<file path="config.mk">
export PLATFORM = sky130hd
export DESIGN_NAME = dot_product_ctrl
export DESIGN_NICKNAME = d
export VERILOG_FILES = /design/src/rtl/dp_pkg.sv /design/src/rtl/dot_product_chunk.sv /design/src/rtl/dot_product_ctrl.sv
export SDC_FILE = /design/constraint.sdc
export NUM_CORES = 1
export LEC_CHECK = 0
export CAP_MARGIN = 20
export CORE_MARGIN = 3
export CORE_UTILIZATION = 39
export CTS_BUF_LIST = sky130_fd_sc_hd__clkbuf_8
export DETAILED_ROUTE_END_ITERATION = 8
export SYNTH_ARGS = -nofsm -noshare
export SYNTH_HDL_FRONTEND = slang
export SYNTH_SLANG_ARGS = --single-unit
</file>
<file path="constraint.sdc">
create_clock -name clk -period 6.1 [get_ports clk]
set_input_delay 1.22 -clock clk [delete_from_list [all_inputs] [get_ports clk]]
set_output_delay 1.22 -clock clk [all_outputs]
set_load 0.01 [all_outputs]
</file>
<file path="src/rtl/dp_pkg.sv">
// Shared definitions for the chunked dot-product controller: element width,
// FSM state encoding, the partial-width rule and the saturating accumulate.
package dp_pkg;

  localparam int ELEM_W = 8;

  typedef enum logic [1:0] {
    IDLE = 2'd0,
    RUN  = 2'd1,
    DONE = 2'd2
  } state_e;

  // Exact width of a sum of SIZE products of two ELEM_W-bit unsigned values.
  function automatic int partWidth(input int size);
    return 2 * ELEM_W + $clog2(size);
  endfunction

  // Adds two values that fit in w bits. Bits [w-1:0] of the result hold the
  // sum clamped to 2^w-1, and bit w is set only when clamping happened, so a
  // caller can take a (w+1)-bit slice and get both the value and the flag.
  function automatic logic [64:0] satAdd(input logic [63:0] a,
                                         input logic [63:0] b,
                                         input int unsigned w);
    logic [64:0] sum;
    logic [64:0] maxVal;
    sum    = {1'b0, a} + {1'b0, b};
    maxVal = (65'd1 << w) - 65'd1;
    if (sum > maxVal) begin
      return maxVal | (65'd1 << w);
    end
    return sum;
  endfunction

endpackage

</file>
<file path="src/rtl/dot_product_chunk.sv">
// One datapath word of the dot product: sums SIZE lane products at full
// width, so no information is lost before the accumulator sees it.
module dot_product_chunk
  import dp_pkg::*;
#(
  parameter  int SIZE   = 4,
  localparam int PART_W = partWidth(SIZE)
) (
  input  logic [ELEM_W*SIZE-1:0] a,
  input  logic [ELEM_W*SIZE-1:0] b,
  output logic [PART_W-1:0]      partial
);

  // Sum the unsigned lane products; each product is widened before multiply.
  always_comb begin
    partial = '0;
    for (int i = 0; i < SIZE; i++) begin
      partial = partial + PART_W'(a[ELEM_W*i +: ELEM_W]) * PART_W'(b[ELEM_W*i +: ELEM_W]);
    end
  end

endmodule

</file>
<file path="src/rtl/dot_product_ctrl.sv">
// Job sequencer for a dot product longer than one datapath word: takes `len`
// chunks over a valid/ready stream, accumulates the chunk partials with
// saturation and hands the final sum out on a valid/ready result port.
// Every output is taken straight from registered state.
module dot_product_ctrl
  import dp_pkg::*;
#(
  parameter  int SIZE       = 4,
  parameter  int MAX_CHUNKS = 16,
  parameter  int ACC_W      = 24,
  localparam int LEN_W      = $clog2(MAX_CHUNKS + 1),
  localparam int PART_W     = partWidth(SIZE)
) (
  input  logic                   clk,
  input  logic                   rst_n,
  input  logic                   start,
  input  logic [LEN_W-1:0]       len,
  input  logic                   clear,
  output logic                   busy,
  input  logic                   in_valid,
  output logic                   in_ready,
  input  logic [ELEM_W*SIZE-1:0] in_a,
  input  logic [ELEM_W*SIZE-1:0] in_b,
  output logic                   out_valid,
  input  logic                   out_ready,
  output logic [ACC_W-1:0]       out_result,
  output logic                   out_ovf
);

  localparam logic [LEN_W-1:0] MAX_LEN = LEN_W'(MAX_CHUNKS);

  state_e             state_q, state_d;
  logic [ACC_W-1:0]   acc_q, acc_d;
  logic [LEN_W-1:0]   cnt_q, cnt_d;
  logic [LEN_W-1:0]   len_q, len_d;
  logic               ovf_q, ovf_d;

  logic [PART_W-1:0]  partial;
  logic [ACC_W:0]     satRes;
  logic [LEN_W-1:0]   lenClamped;

  dot_product_chunk #(
    .SIZE(SIZE)
  ) uChunk (
    .a      (in_a),
    .b      (in_b),
    .partial(partial)
  );

  assign satRes     = (ACC_W + 1)'(satAdd(64'(acc_q), 64'(partial), ACC_W));
  assign lenClamped = (len > MAX_LEN) ? MAX_LEN : len;

  // State, accumulator, counter and latched length registers.
  always_ff @(posedge clk or negedge rst_n) begin
    if (!rst_n) begin
      state_q <= IDLE;
      acc_q   <= '0;
      cnt_q   <= '0;
      len_q   <= '0;
      ovf_q   <= 1'b0;
    end else begin
      state_q <= state_d;
      acc_q   <= acc_d;
      cnt_q   <= cnt_d;
      len_q   <= len_d;
      ovf_q   <= ovf_d;
    end
  end

  // Next-state logic; clear overrides every handshake and start.
  always_comb begin
    state_d = state_q;
    acc_d   = acc_q;
    cnt_d   = cnt_q;
    len_d   = len_q;
    ovf_d   = ovf_q;
    if (clear) begin
      state_d = IDLE;
      acc_d   = '0;
      cnt_d   = '0;
      ovf_d   = 1'b0;
    end else begin
      case (state_q)
        IDLE: begin
          if (start) begin
            acc_d = '0;
            cnt_d = '0;
            ovf_d = 1'b0;
            if (lenClamped != '0) begin
              len_d   = lenClamped;
              state_d = RUN;
            end else begin
              state_d = DONE;
            end
          end
        end
        RUN: begin
          if (in_valid) begin
            acc_d = satRes[ACC_W-1:0];
            ovf_d = ovf_q | satRes[ACC_W];
            cnt_d = cnt_q + LEN_W'(1);
            if (cnt_q == len_q - LEN_W'(1)) begin
              state_d = DONE;
            end
          end
        end
        DONE: begin
          if (out_ready) begin
            state_d = IDLE;
          end
        end
        default: state_d = IDLE;
      endcase
    end
  end

  assign busy       = (state_q != IDLE);
  assign in_ready   = (state_q == RUN);
  assign out_valid  = (state_q == DONE);
  assign out_result = acc_q;
  assign out_ovf    = ovf_q;

endmodule
</file>
# After elaboration in Yosys (flattened, before gate mapping)

Index checks and enable logic that the tools add are counted.

Flip-flop bits (word level): 37
Bits of input ports: 75
Output and inout bits: 28
Logic and storage cells: 56

Add/sub/neg operators: 6
Multipliers: 4
Magnitude comparators: 2
Eq/ne operators: 7
Mux-type cells: 23
Bitwise gates (word level): 2
Reduce and logical (&&, ||, !) cells: 7

Operator list:

| kind                 | number |
|---|---|
| $mux 24              | 3 |
| $mul 8x8->16         | 4 |
| $mux 25              | 2 |
| $pmux 24 s2          | 1 |
| $add 18x16->18       | 2 |
| $add 24x18->25       | 1 |
| $gt 25x24->1 const B | 1 |
| $mux 5               | 4 |
| $add 16x16->17       | 1 |
| $mux 2               | 6 |
| $pmux 5 s2           | 1 |
| $reduce_and 4->1     | 2 |
| $ne 3x2->1 const B   | 2 |
| $ne 3x3->1 const B   | 2 |
| $pmux 2 s3           | 1 |
| $add 5x1->5 const B  | 1 |
| $eq 5x5->1           | 1 |
| $gt 5x5->1 const B   | 1 |
| $reduce_bool 5->1    | 1 |
| $sub 5x1->5 const B  | 1 |
| $mux 1               | 4 |
| $reduce_and 3->1     | 1 |
| $reduce_bool 3->1    | 1 |
| $eq 2x1->1 const B   | 1 |
| 6 further kinds      | 6 |

# Longest topological paths before layout

Gate-level depths: netlist of run 1.

Depth in word-level cells: 12
Mapped depth: 41
Gate-level depth less buffers: 40

# Modules after synthesis

Synthesis of run 1 repeated with hierarchy kept, for this count alone.

Cell total of the unflattened synthesis: 1,339
Area, all modules: 12,046.6 µm²

Modules (own cells, without submodules):

| module            | times used | cells each | area each (µm²) | seq. area each (µm²) |
|---|---|---|---|---|
| dot_product_chunk | 1          | 1,006      | 9,218.8         | 0.0 |
| dot_product_ctrl  | 1          | 333        | 2,827.7         | 925.9 |

# Worst setup path after synthesis of run 1

Ideal clock, no wire load.

Path kind: input-to-reg
Start point: input port in_b[4]
End point: register acc_q[23], in the netlist out_result[23]
Setup time: 87 ps
Data arrival time: 10,305 ps
Required time: 6,013 ps
Path slack: -4,291 ps
Cell stages on the path: 39
Buffers on the path: 1
Path through: and2_1 -> fa_1 -> inv_1 -> fa_1 -> inv_1 -> fa_1 -> fa_1 -> fa_1 -> inv_1 -> fa_1 -> inv_1 -> ha_1 -> o21a_1 -> nor2_1 -> a21oi_1 -> a21oi_1 -> xnor2_1 -> ha_1 -> [3 not listed] -> fa_1 -> inv_1 -> ha_1 -> a21oi_1 -> nor2b_1 -> nor2_1 -> o21ai_0 -> a2111oi_0 -> nor3_1 -> xor2_1 -> ha_1 -> clkbuf_1 -> nand2_1 -> o21ai_0 -> a21o_1 -> o21ai_1 -> or4_1 -> o211ai_1

Longest elaborated chain between the ends: 11

RTL lines:

| what                           | RTL line                | source |
|---|---|---|
| start: declaration             | dot_product_ctrl.sv:23  | `input logic [ELEM_W*SIZE-1:0] in_b,` |
| $mul 8x8->16 *                 | dot_product_chunk.sv:18 | `partial = partial + PART_W'(a[ELEM_W*i +: ELEM_W]) * PART_W'(b[ELEM_W*i +: ELEM_W]);` |
| $add 16x16->17 *               | dot_product_chunk.sv:18 |  |
| $add 18x16->18 * (2 in series) | dot_product_chunk.sv:18 |  |
| $add 24x18->25 *               | dp_pkg.sv:26            | `sum = {1'b0, a} + {1'b0, b};` |
| $gt 25x24->1                   | dp_pkg.sv:28            | `if (sum > maxVal) begin` |
| $mux 1                         | dp_pkg.sv:28            |  |
| $mux 25 *                      | dp_pkg.sv:31            | `return sum;` |
| $mux 24 *                      | dot_product_ctrl.sv:98  | `if (in_valid) begin` |
| $pmux 24 s2 *                  | dot_product_ctrl.sv:83  | `case (state_q)` |
| $mux 24 *                      | dot_product_ctrl.sv:77  | `if (clear) begin` |
| end signal: assignment         | dot_product_ctrl.sv:57  | `acc_q <= '0;` |
| end signal: assignment         | dot_product_ctrl.sv:63  | `acc_q <= acc_d;` |
| end: declaration               | dot_product_ctrl.sv:33  | `logic [ACC_W-1:0] acc_q, acc_d;` |

Mark *: on every way between the ends. The rest lies on a longest branch, timed or not. The select of a mux whose other input is x is not followed.
A chain may end at the register's enable or synchronous reset.

# Worst setup path in the final report of run 1

Start point: input port in_a[12]
End point: register acc_q[22], in the netlist out_result[22]

Longest elaborated chain between the ends: 11

RTL lines:

| what                           | RTL line                | source |
|---|---|---|
| start: declaration             | dot_product_ctrl.sv:22  | `input logic [ELEM_W*SIZE-1:0] in_a,` |
| $mul 8x8->16 *                 | dot_product_chunk.sv:18 |  |
| $add 16x16->17 *               | dot_product_chunk.sv:18 |  |
| $add 18x16->18 * (2 in series) | dot_product_chunk.sv:18 |  |
| $add 24x18->25 *               | dp_pkg.sv:26            |  |
| $gt 25x24->1                   | dp_pkg.sv:28            |  |
| $mux 1                         | dp_pkg.sv:28            |  |
| $mux 25 *                      | dp_pkg.sv:31            |  |
| $mux 24 *                      | dot_product_ctrl.sv:98  |  |
| $pmux 24 s2 *                  | dot_product_ctrl.sv:83  |  |
| $mux 24 *                      | dot_product_ctrl.sv:77  |  |

Marked as above.

==> results.txt, run 1 <==
outcome -> finished with violations
failing checks -> negative setup slack
clk root buf -> clkbuf_8
share of cells above drive strength 1 -> 22.97%
GRT Overall Usage -> 18.67%
leading cell type in the layout, fill and taps excluded -> inv_1
detailed-route wire length per cell -> 14.66 um
Core Area -> 29870 sq um
Reg clk slew, reported paths -> 0.09 ns
DR vias/cell -> 4.806
Clock Skew -> 0.009466 ns
Slew headroom -> 16.69%
actual slew at the worst max-slew pin -> 1.250 ns
Reg area -> 925.9 sq um
Routed Antenna Nets -> 0
first-pass GRT wire length -> 51.12 mm
fmax -> 99.53 MHz
Arrival @ worst endpoint -> 10.24 ns
DPL Wire Length -> 26.17 mm
Setup CP Type -> in2reg
Ports -> 103
Syn Std Cell Area -> 11910 sq um
Placement Setup Slack -> -4.792 ns
Net Count, Synth -> 1797
crit end category -> flop
clk buf depth -> 2
most frequent CP cell -> fa_1
initial antenna violation count -> 0
HP Class -> reg2reg
Seq/Total Area, Yosys -> 7.772%
Crit Path Max Fanout -> 5
DIE AREA -> 32680 sq um
post-synth cell types -> 56
post-route setup slack -> -3.947 ns
Worst path max stage delay -> 0.56 ns
vias in the first global route -> 10310
Post-Syn Instances -> 1354
Setup TNS Final -> -94.94 ns
Slew Viols, Final -> 0
area occupied by multi-input gates -> 10380 sq um
Final Util -> 52.69%
IO Port Bufs -> 102
largest net degree at the start of global routing -> 38
Req. time, crit path -> 6.30 ns
final setup vio count -> 25
area delta synth->final -> 32.13%
final wirelength -> 30.23 mm
Die Span Y -> 180.8 um
DR vias -> 9909
Die X -> 180.8 um
Final Hold Viols -> 0
fillcell total -> 2793
CP startpoint kind -> primary input
Max Cap Violations -> 0
min Tclk post-route -> 10.05 ns
RSZ-0062 raised after global routing -> yes
DRC errors left -> 0
Ys Warns -> 0
#FFs+latches synth -> 37
clk_lat worst skew -> 0.29 ns
CP max-delay cell -> fa_1
Initial DRC Count -> 353
initial core utilization -> 39.88%
ANT cells -> 0
Final period util -> 164.7%
Main synth FF type -> dfrtp_1
Num CTS Buffers -> 5
fin nets -> 2114
GPL Wtd Cong -> 0.9022
drt first pass iters -> 4
Clock Sink Count -> 37
CTS tree -> built
syn avg cell area -> 8.798 sq um
most frequent cells in the layout -> 294 x inv_1, 218 x buf_4, 210 x fa_1
row count -> 63
asr flop ratio synth -> 100.0%
H-Tree Depth -> 2
EDFF count, synth -> 0
GRT overflow -> 0
-- what timing repair did --
item	CTS	global route
hold endpoints to repair	0	0
gates cloned	0	1
hold buffers	0	0
gates resized for setup	185	88
pin swaps	83	83
setup endpoints to repair	25	25
setup buffers	13	5
-- routing by layer --
layer | up-vias | wire length (um) | global-route usage, %
met4 | 0 | 372 | 2.487
met1 | 4869 | 14470 | 27.96
li1 | 4854 | - | -
met2 | 163 | 14410 | 30.38
met5 | - | 0 | 0
met3 | 23 | 973 | 1.590
-- stage by stage --
stage	hold WS, ns	instances	instance area (sq um)
after global placement	0.4948	2034	15040
after global routing	0.5414	2062	15740
after detailed placement	0.5040	2035	15060
after CTS	0.5265	2056	15410
after floorplan	0.4919	1354	12090
final	0.5160	2062	15740
-- registers in the layout, indices dropped and copies added (netlist names) --
signal and cells:
out_result 24, state_q 2, len_q 5, out_ovf 1, cnt_q 5
-- area by class of cell --
class	instances	share of cell area (%)
Timing Repair Buffer	325	17.15
Sequential cell	37	5.882
Tap cell	390	3.100
Multi-Input combinational cell	1001	65.95
Inverter	301	7.178
Clock buffer	5	0.4372
Clock inverter	3	0.2941
-- worst paths after layout --
kind                               start        endpoint  slack (ns)  cells past startpoint
setup / recovery                in_a[12]  out_result[22]       -3.95                     34
hold / removal             out_result[3]   out_result[3]        0.52                      2
setup reg to reg           out_result[0]  out_result[22]        3.24                     10
hold reg to reg            out_result[3]   out_result[3]        0.52                      2
max in group asynchronous          rst_n        cnt_q[0]        4.52                      1
min in group asynchronous          rst_n  out_result[15]        1.03                      1
-- synth_stat cells, types with 2 or more instances --
cell type  count  area share (%)
nand4_1        8            0.42
a311oi_1       2            0.15
a2111oi_0      2            0.15
xor2_1        16             1.2
o21bai_1       5            0.32
xnor2_1       31             2.3
or4_1          3            0.19
a21o_1        10            0.63
fa_1         211              35
a211oi_1       8            0.50
a21oi_1       44             1.8
o22ai_1        3            0.16
nand3_1       14            0.59
nor2_1        23            0.72
and3_1         3            0.16
and2_1       151             7.9
o21ai_0       47             2.0
o21a_1        11            0.69
a41oi_1        2            0.15
o211ai_1       8            0.50
dfrtp_1       37             7.8
buf_2          3            0.13
or3_1          5            0.26
a21oi_2        2            0.15
o21ai_1        3            0.13
nor2b_1        7            0.37
nand3b_1       4            0.25
inv_1        301             9.5
clkbuf_1      11            0.35
a31oi_1        6            0.32
ha_1         157              16
nor3_1        11            0.46
nand2_1      173             5.5
or2_2          4            0.21
nand2b_1       7            0.37
-- logic make-up after synthesis --
family / count (synthesis) / synth area share [%]
fa+ha+maj: 368 / 51.95
mux: 2 / 0.1785
buf+inv: 316 / 10.02
flops: 37 / 7.772
simple gates: 416 / 17.60
compound gates: 168 / 9.022
xor+xnor: 47 / 3.455
-- worst max-delay path, delay by kind of cell --
kind            cells  cell delay (ns)
compound gates      8             1.31
simple gates        4             1.11
fa+ha+maj          13             5.69
buf+inv             8             0.85
xor+xnor            1             0.05
Power of run 1 is left out: the tool's default activity adds up to more than one toggle a clock period on the data nets, which glitch-free logic cannot reach.
==> run 2, diff against run 1 <==
- CAP_MARGIN: 20 -> 15
==> results.txt, run 2 (same netlist as run 1, synthesis figures left out) <==
outcome -> finished with violations
failing checks -> negative setup slack
DR vias/cell -> 4.808
fin area -> 15600 sq um
Die X -> 180.8 um
Final period util -> 163.9%
Reg clk slew, reported paths -> 0.09 ns
Clock Sink Count -> 37
initial antenna violation count -> 0
ANT cells -> 0
Ports -> 103
most frequent cells in the layout -> 294 x inv_1, 221 x buf_4, 210 x fa_1
Req. time, crit path -> 6.29 ns
crit end category -> flop
GRT overflow -> 0
Die Span Y -> 180.8 um
clk buf depth -> 2
fin nets -> 2113
share of cells above drive strength 1 -> 21.78%
GRT Overall Usage -> 18.91%
area delta synth->final -> 30.91%
r2r endpoint -> out_result[22]
H-Tree Depth -> 2
DIE AREA -> 32680 sq um
leading cell type in the layout, fill and taps excluded -> inv_1
vias in the first global route -> 10480
CP max-delay cell -> fa_1
fmax -> 100.0 MHz
Setup CP Type -> in2reg
post-route setup slack -> -3.897 ns
CTS Hold Bufs -> 0
reg2reg start -> out_result[0]
final setup vio count -> 25
IO Port Bufs -> 102
Core Area -> 29870 sq um
CP startpoint kind -> primary input
Hold Crit Depth -> 2
cells on worst reg2reg path -> 10
Num CTS Buffers -> 5
most frequent CP cell -> fa_1
final wirelength -> 30.13 mm
min Tclk post-route -> 9.997 ns
Buf/Inv on CP -> 11
CTS tree -> built
Routed Antenna Nets -> 0
GPL Wtd Cong -> 0.9022
DRC errors left -> 0
row count -> 63
hold_sp -> out_result[4]
Slew Viols, Final -> 0
DPL Wire Length -> 26.25 mm
Initial DRC Count -> 383
reg-to-reg slack, setup -> 3.33 ns
HP Class -> reg2reg
clk_lat worst skew -> 0.30 ns
clk root buf -> clkbuf_8
initial core utilization -> 39.88%
hold endpoint -> out_result[4]
Max Cap Violations -> 0
actual slew at the worst max-slew pin -> 0.8759 ns
detailed-route wire length per cell -> 14.62 um
DP Area -> 15040 sq um
Worst path max stage delay -> 0.52 ns
Final Hold Viols -> 0
cell class contributing the biggest share of worst-path delay -> adder cells
Crit Path Max Fanout -> 7
Hold Slack -> 0.5204 ns
RSZ-0062 raised after global routing -> yes
first-pass GRT wire length -> 51.65 mm
DR vias -> 9909
largest net degree at the start of global routing -> 38
drt first pass iters -> 5
Clock Skew -> 0.01733 ns
Slew headroom -> 41.61%
Largest register FFs -> 24
Arrival @ worst endpoint -> 10.19 ns
==> run 2: cell types whose count changed in the layout (fill, tap and decap cells not counted), moves of 3 or more <==
cell,change
and2_1,+5
and2_4,-5
buf_2,+5
buf_4,+3
buf_6,-6
nand2_2,-3
o21ai_1,+11
o21ai_2,-10
==> run 2: cell type report <==
type,instances,area (sq um)
clock buffers,6,82.58
clock inverters,2,33.78
fillers,2812,14280
inverters,301,1130
multi-input cells,1001,10290
flip-flops and latches,37,925.9
well taps,390,488.0
repair buffers,324,2643
==> run 2: tightest hold or removal path, stage by stage, from the launching register on <==
cell     delay, ns
dfrtp_1       0.39
nand2_1       0.06
nand2_1       0.05
==> run 2: per-layer routing <==
layer / share of wire (%) / vias to the layer above / track usage, %
li1: - / 4848 / -
met1: 47 / 4862 / 28.03
met2: 48 / 163 / 30.70
met3: 3.1 / 36 / 1.550
met4: 1.8 / 0 / 3.439
met5: 0 / - / 0
==> run 2: worst max path at each step <==
stage              from        endpoint  slack, ns  cells past startpoint
5_1_grt         in_a[7]  out_result[22]      -4.29                     40
4_1_cts         in_a[3]  out_result[11]      -3.90                     35
3_5_place_dp   in_b[10]   out_result[2]      -4.80                     39
2_1_floorplan  in_a[13]  out_result[23]      -3.67                     39
6_report        in_a[3]  out_result[11]      -3.90                     43
3_3_place_gp   in_b[10]   out_result[2]      -4.74                     40
==> run 2: what timing repair did <==
item                       in CTS  in global routing
gates resized for setup       161                 66
pin swaps                      66                 72
setup endpoints to repair      25                 25
buffers inserted               10                  8
==> run 2: per-stage QoR <==
step	util (%)	TNS, ns	setup WS, ns	std cells
after CTS	51.31	-96.19	-3.901	2052
after detailed placement	50.35	-118.78	-4.801	2034
after global placement	50.35	-117.09	-4.736	2034
final	52.20	-95.99	-3.897	2061
after global routing	52.20	-106.09	-4.293	2061
after floorplan	-	-89.71	-3.674	1354
Power of run 2 is left out for the same reason.
==> run 3, diff against run 2 <==
- DONT_BUFFER_PORTS: not set -> 1
- PLACE_DENSITY_LB_ADDON: not set -> 0.25
==> results.txt, run 3 (same netlist as run 1, synthesis figures left out) <==
outcome -> finished with violations
failing checks -> negative setup slack
Setup CP Type -> in2reg
fillcell total -> 2889
leading cell type in the layout, fill and taps excluded -> inv_1
Final Util -> 46.85%
Buf/Inv on CP -> 6
CTS tree -> built
area occupied by multi-input gates -> 10360 sq um
GPL Wtd Cong -> 0.8676
CTS Hold Bufs -> 0
Req. time, crit path -> 6.29 ns
Final Hold Viols -> 0
largest net degree at the start of global routing -> 38
ANT cells -> 0
fin nets -> 1916
final wirelength -> 28.32 mm
clk root buf -> clkbuf_8
DRC errors left -> 0
Max Cap Violations -> 0
final setup vio count -> 25
Die X -> 180.8 um
fmax -> 102.0 MHz
Die Span Y -> 180.8 um
Reg area -> 925.9 sq um
most frequent CP cell -> fa_1
DIE AREA -> 32680 sq um
Ports -> 103
H-Tree Depth -> 2
Slew Viols, Final -> 0
Arrival @ worst endpoint -> 9.99 ns
detailed-route wire length per cell -> 15.19 um
Largest register FFs -> 24
initial core utilization -> 39.88%
Reg clk slew, reported paths -> 0.08 ns
DR vias/cell -> 4.877
first-pass GRT wire length -> 48.06 mm
most frequent cells in the layout -> 295 x inv_1, 210 x fa_1, 169 x nand2_1
Num CTS Buffers -> 5
DPL Wire Length -> 24.28 mm
GRT Overall Usage -> 17.61%
CP startpoint kind -> primary input
crit end category -> flop
CP max-delay cell -> fa_1
IO Port Bufs -> 0
clk_lat worst skew -> 0.29 ns
Crit Path Max Fanout -> 8
Worst path max stage delay -> 0.55 ns
min Tclk post-route -> 9.803 ns
drt first pass iters -> 5
RSZ-0062 raised after global routing -> yes
Clock Sink Count -> 37
reg-to-reg slack, setup -> 3.22 ns
Initial DRC Count -> 246
Slew headroom -> 36.69%
share of cells above drive strength 1 -> 16.28%
clk buf depth -> 2
post-route setup slack -> -3.703 ns
Core Area -> 29870 sq um
row count -> 63
area delta synth->final -> 17.49%
DR vias -> 9091
GRT overflow -> 0
initial antenna violation count -> 0
cell class contributing the biggest share of worst-path delay -> adder cells
Clock Skew -> 0.01145 ns
vias in the first global route -> 9548
Final period util -> 160.7%
actual slew at the worst max-slew pin -> 0.9497 ns
Routed Antenna Nets -> 0
HP Class -> reg2reg
[run 3: area by class of cell]
class                   instances  share of cell area [%]
clock inverters                 2                  0.2682
multi-input cells            1001                   74.05
clock buffers                   6                  0.5900
repair buffers                127                   6.919
well taps                     390                   3.487
flip-flops and latches         37                   6.615
inverters                     301                   8.073
[run 3: per-layer routing]
metal	part of all wire [%]	wire length [um]	track usage [%]
met5	0	0	0
met4	1.8	511	3.193
met3	4.2	1199	2.436
met2	47	13410	28.41
met1	47	13200	25.63
[run 3: path summary, 6_finish.rpt]
check	cells after the start	endpoint	startpoint
worst max-delay path	39	out_result[22]	in_a[13]
worst min-delay path	1	len_q[4]	len_q[4]
worst max register to register	10	out_result[22]	out_result[0]
worst min register to register	1	len_q[4]	len_q[4]
max in group asynchronous	0	out_result[12]	rst_n
min in group asynchronous	0	out_result[15]	rst_n
[run 3: through the flow]
stage	setup slack [ns]	hold WS [ns]	instance area (sq um)	std cells	TNS (ns)
2_1_floorplan	-3.674	0.4919	12090	1354	-89.71
3_3_place_gp	-4.053	0.5218	13350	1842	-99.70
3_5_place_dp	-4.106	0.5200	13350	1842	-100.43
4_1_cts	-3.668	0.5402	13720	1857	-89.79
5_1_grt	-4.082	0.5711	14000	1864	-100.43
6_report	-3.703	0.5344	14000	1864	-89.39
[run 3: what timing repair did]
item | 4_1_cts | 5_1_grt
pin swaps | 40 | 41
endpoints found under the setup margin | 25 | 25
gates resized for setup | 36 | 51
buffers inserted | 7 | 7
hold endpoints to repair | 0 | 0
[run 3: worst reg2reg max path, stage by stage, from the launching register on]
cell and delay (ns):
dfrtp_1 0.43, ha_1 0.25, inv_1 0.07, fa_1 0.38, and2b_1 0.24, o2111ai_2 0.16, a31oi_4 0.20, a31oi_2 0.14
o31a_1 0.31, or4_1 0.47, o211ai_1 0.10
Power of run 3 is left out for the same reason.
